`config.mk`:
```
export PLATFORM = sky130hd
export DESIGN_NAME = fifo_drain
export DESIGN_NICKNAME = d
export VERILOG_FILES = /design/src/rtl/fifo_drain_pkg.sv /design/src/rtl/drain_skid_buf.sv /design/src/rtl/fifo_drain.sv
export SDC_FILE = /design/constraint.sdc
export NUM_CORES = 1
export LEC_CHECK = 0
export CORE_ASPECT_RATIO = 0.9
export CORE_MARGIN = 2
export CORE_UTILIZATION = 40
export DETAILED_ROUTE_END_ITERATION = 12
export PLACE_DENSITY = 0.66
export SETUP_SLACK_MARGIN = 0.02
export SLEW_MARGIN = 20
export SYNTH_ARGS = -nofsm -noshare
export SYNTH_HDL_FRONTEND = slang
export SYNTH_SLANG_ARGS = --single-unit
```
`constraint.sdc`:
```
create_clock -name clk -period 2.7 [get_ports clk]
set_clock_uncertainty 0.15 [all_clocks]
set_input_delay 0.27 -clock clk [delete_from_list [all_inputs] [get_ports clk]]
set_output_delay 0.27 -clock clk [all_outputs]
set_load 0.005 [all_outputs]
```
`src/rtl/fifo_drain_pkg.sv`:
```
// Shared types for the FIFO read-side drain controller.
// State encoding and default data width.
package fifo_drain_pkg;

    localparam int DEF_WIDTH = 16;

    typedef enum logic [1:0] {
        ST_IDLE  = 2'd0,
        ST_RUN   = 2'd1,
        ST_DRAIN = 2'd2
    } state_t;

endpackage

```
`src/rtl/drain_skid_buf.sv`:
```
// Purpose: 2-entry in-order buffer, head word drives the downstream stream.
// Latency: push visible at head on the next cycle when empty.
// Backpressure: caller must never push into a full buffer without popping.
module drain_skid_buf #(
    parameter int WIDTH = 16
) (
    input  logic             clk,
    input  logic             rst,
    input  logic             push,
    input  logic [WIDTH-1:0] push_data,
    input  logic             pop,
    output logic [WIDTH-1:0] head,
    output logic [1:0]       occ
);

    logic [WIDTH-1:0] q0;
    logic [WIDTH-1:0] q1;

    assign head = q0;

    always_ff @(posedge clk) begin
        if (!rst) begin
            q0  <= '0;
            q1  <= '0;
            occ <= 2'd0;
        end else begin
            case ({push, pop})
                2'b10: begin
                    if (occ == 2'd0) q0 <= push_data;
                    else             q1 <= push_data;
                    occ <= occ + 2'd1;
                end
                2'b01: begin
                    q0  <= q1;
                    q1  <= '0;
                    occ <= occ - 2'd1;
                end
                2'b11: begin
                    // Simultaneous push/pop keeps occupancy; new word goes behind the survivor.
                    if (occ == 2'd1) begin
                        q0 <= push_data;
                    end else begin
                        q0 <= q1;
                        q1 <= push_data;
                    end
                end
                default: ;
            endcase
        end
    end

endmodule

```
`src/rtl/fifo_drain.sv`:
```
// Purpose: drains a synchronous FIFO onto a ready/valid stream, counts words, flags underflow.
// Latency: fifo_rd in cycle N -> out_valid in cycle N+2 (empty buffer); 1 word/cycle sustained.
// Backpressure: reads are throttled so buffered + in-flight words never exceed 2.
module fifo_drain
    import fifo_drain_pkg::*;
#(
    parameter int WIDTH = DEF_WIDTH,
    parameter int CNT_W = 16
) (
    input  logic             clk,
    input  logic             rst,
    input  logic             en,
    input  logic             clr_err,
    input  logic             fifo_empty,
    input  logic             fifo_valid,
    input  logic [WIDTH-1:0] fifo_dout,
    input  logic             fifo_under,
    output logic             fifo_rd,
    output logic [WIDTH-1:0] out_data,
    output logic             out_valid,
    input  logic             out_ready,
    output logic             busy,
    output logic             done,
    output logic [CNT_W-1:0] word_cnt,
    output logic             under_err
);

    state_t     state;
    state_t     state_nxt;
    logic       inflight;
    logic [1:0] occ;
    logic [2:0] pend;
    logic       pop;
    logic       push;

    assign pop       = out_valid & out_ready;
    assign push      = inflight & fifo_valid;
    assign pend      = {1'b0, occ} + {2'b00, inflight};
    assign out_valid = (occ != 2'd0);
    assign busy      = (state != ST_IDLE);

    // A read is allowed only if the word it returns is guaranteed a buffer slot.
    assign fifo_rd = (state == ST_RUN) && !fifo_empty &&
                     ((pend <= 3'd1) || ((pend == 3'd2) && pop));

    drain_skid_buf #(.WIDTH(WIDTH)) u_buf (
        .clk       (clk),
        .rst       (rst),
        .push      (push),
        .push_data (fifo_dout),
        .pop       (pop),
        .head      (out_data),
        .occ       (occ)
    );

    always_comb begin
        state_nxt = state;
        done      = 1'b0;
        case (state)
            ST_IDLE:  if (en) state_nxt = ST_RUN;
            ST_RUN:   if (!en) state_nxt = ST_DRAIN;
            ST_DRAIN: begin
                if (!inflight && (occ == 2'd0)) begin
                    state_nxt = ST_IDLE;
                    done      = 1'b1;
                end
            end
            default:  state_nxt = ST_IDLE;
        endcase
    end

    always_ff @(posedge clk) begin
        if (!rst) begin
            state     <= ST_IDLE;
            inflight  <= 1'b0;
            word_cnt  <= '0;
            under_err <= 1'b0;
        end else begin
            state    <= state_nxt;
            inflight <= fifo_rd;
            if (pop) word_cnt <= word_cnt + 1'b1;
            if (fifo_under)   under_err <= 1'b1;
            else if (clr_err) under_err <= 1'b0;
        end
    end

endmodule

```
==> flow_summary_export.csv <==
group,metric,value,unit
placement,dpl_cell_area,3050,µm²
global_route,grt_pass1_wl,9.65,mm
placement,placed_cells,396,
worst_setup_path,critPathRequiredTime,2.28,ns
die,io_pins,61,
cts,cts_tree,"built",
placement,dp_hpwl,3.77,mm
synth,synth.cell_area,2360,µm²
timing,fin_setup_tns,0,ns
timing,worst_slew_pin_slew,0.570,ns
cts,clockBufferDepth,2,
cells_and_area,fin_nets,368,
cts,cts_max_level,2,
timing,slew_violations,0,
cts,cts-hold-fix-buffers,0,
global_route,antenna_found_initial,0,
route,routedWlPerCell,14.2,µm
synth,synth_edf_count,0,
die,die_area,6540,µm²
cells_and_area,area_delta_synth_final,35.2,%
worst_setup_path,cp_num_buf_inv,3,
global_route,gr-usage-met1,25.1,%
run,drv_cap,0,
cts,numCtsBuffers,5,
synth,seq_area_frac_synth,45.7,%
global_route,grt_usage,17.9,%
timing,rsz0062_at_grt,"false",
worst_setup_path,worstPathMaxFanout,6,
global_route,grt_pass1_vias,2028,
synth,ys_ff_latch,54,
synth,synthCells,273,
global_route,gr-max-usage-layer,"met2",
cells_and_area,antenna_cells,0,
cts,root_buffer,"clkbuf_8",
timing,fin_crit,2.48,ns
placement,io_buffers,60,
global_route,grt_overflow,0,
worst_setup_path,crit_type,"reg -> out",
die,fp.dieH,76.9,µm
cells_and_area,drive_gt1_share,8.38,%
cells_and_area,final_area,3200,µm²
worst_setup_path,cp_top_family,"buffers and inverters",
power_and_ir_drop,power.leakage,1.15,nW
global_route,met2_usage,27.6,%
synth,async_reset_ff_share,0,%
die,die_w,85.1,µm
timing,min_period_over_period,91.9,%
worst_setup_path,critPathMaxStageDelay,0.53,ns
route,via_per_inst,5.30,
global_route,grtUsageMet3,3.44,%
cts,clock_latency,0.30,ns
worst_setup_path,critPathLaunchType,"flop",
power_and_ir_drop,powerDensity,690,nW/µm²
worst_setup_path,path_cells,"inv_1 -> ha_2 -> nand2b_2 -> inv_2 -> a31oi_1 -> nor3_1 -> clkdlybuf4s50_1",
timing,max_freq,0.403,GHz
route,firstDrtPassIters,4,
synth,synthFlopType,"dfxtp_1",
synth,yosys_warnings,0,
cells_and_area,utilization,56.2,%
worst_setup_path,cp_data_arrival_time,2.06,ns
synth,avgSynthCellArea,8.66,µm²
route,wirelength,5.73,mm
cts,clk_pin_slew,0.09,ns
global_route,grt_max_degree,23,
die,core,5690,µm²
worst_setup_path,critPathCaptureType,"output port",
route,ant_nets,0,
route,drt_iter0_drc,104,
route,drc,0,
synth,ys_types,38,
synth,synthesis.nets,307,
cells_and_area,final_common_cell,"clkdlybuf4s50_1",
timing,final_hold_viol_count,0,
cts,clock_sinks,54,
run_status,status,"completed",
min_path,min_path_type,"reg -> reg",
cells_and_area,stdcell_count,404,
route,vias,2141,
placement,gp_congestion,0.732,
die,initial_core_util,41.5,%
timing,setup_viol,0,
cells_and_area,mostFrequentLayoutCells,"clkdlybuf4s50_1 (60), dfxtp_1 (53), nor2_1 (31)",
timing,max-slew-margin-rel,61.9,%
worst_setup_path,crit_slowest_cell,"clkdlybuf4s50_1",
power_and_ir_drop,vdd_drop_max,0.381,mV
die,fp-row-count,26,
stage by stage:
stage	total power [W]	setup slack [ns]	hold WS, ns
after global placement	0.00165	0.233	0.288
after floorplan	0.00134	0.422	0.199
after global routing	0.00235	0.0731	0.320
final	0.00221	0.219	0.306
after CTS	0.00222	0.0880	0.306
after detailed placement	0.00166	0.177	0.293
worst min-delay path, delay by kind of cell, from the launching register on:
| family | cells | cell delay (ns) |
|---|---|---|
| DFF | 1 | 0.32 |
| and+or+nand+nor | 1 | 0.05 |
| AOI/OAI and AO/OA | 1 | 0.05 |
timing repair:
| item | in CTS | in global routing |
|---|---|---|
| gates resized for setup | 0 | 7 |
| hold endpoints to repair | 0 | 0 |
| setup buffers | 1 | 0 |
| endpoints found under the setup margin | 1 | 17 |
flip-flops by register name, indices dropped and copies added, names as in the netlist:
signal and count:
u_buf.q1 16, u_buf.head 16, word_cnt 16, state 2, inflight 1, under_err 1
u_buf.occ 2
layout make-up:
cell class	instances	area (µm²)
multi-input cells	196	1220
clock inverters	1	30.0
well taps	70	87.6
flip-flops and latches	54	1080
fillers	523	2490
clock buffers	6	82.6
repair buffers	68	661
inverters	9	33.8
cell usage after synthesis (2+ instances only):
cell type	instances	share of area, %
dfxtp_1	54	46
nor2_1	31	4.9
nand2_1	27	4.3
a21oi_1	25	5.3
o21ai_0	21	4.4
a221oi_1	16	5.9
nand3b_1	16	5.1
clkbuf_1	12	1.9
ha_1	10	5.3
xnor2_1	8	3.0
inv_1	7	1.1
nand3_1	5	1.1
nand4_1	4	1.1
xor2_1	4	1.5
nor3_1	3	0.63
nor4_1	3	0.79
and2_1	2	0.53
nand2b_1	2	0.53
o31ai_1	2	0.63
or3_1	2	0.53
or4_1	2	0.63
power breakdown:
group / switching [W] / total (W) / internal (W)
combinational: 0.000338 / 0.000684 / 0.000346
sequential: 0.0000655 / 0.000978 / 0.000912
clock: 0.000247 / 0.000544 / 0.000297
worst paths after layout:
check / start / endpoint / slack [ns] / cells after the start
min: u_buf.q1[10] / u_buf.q1[10] / 0.31 / 2
min reg2reg: u_buf.q1[10] / u_buf.q1[10] / 0.31 / 2
max: u_buf.occ[1] / fifo_rd / 0.22 / 7
max reg2reg: u_buf.occ[1] / u_buf.head[3] / 0.27 / 10
cell families (layout without fill, tap and decap cells):
group	count (synthesis)	count (layout)	synth area share [%]
xor+xnor	12	12	4.44
buf+inv	23	84	3.70
fa+ha+maj	10	10	5.29
simple gates	106	106	23.4
flops	54	54	45.7
compound gates	68	68	17.5
metal layers:
layer,vias up,wire length [µm]
met5,-,0
met4,0,58
met3,5,229
met2,47,2600
met1,999,2850
li1,1090,-
Power figures use the tool's default switching activity.
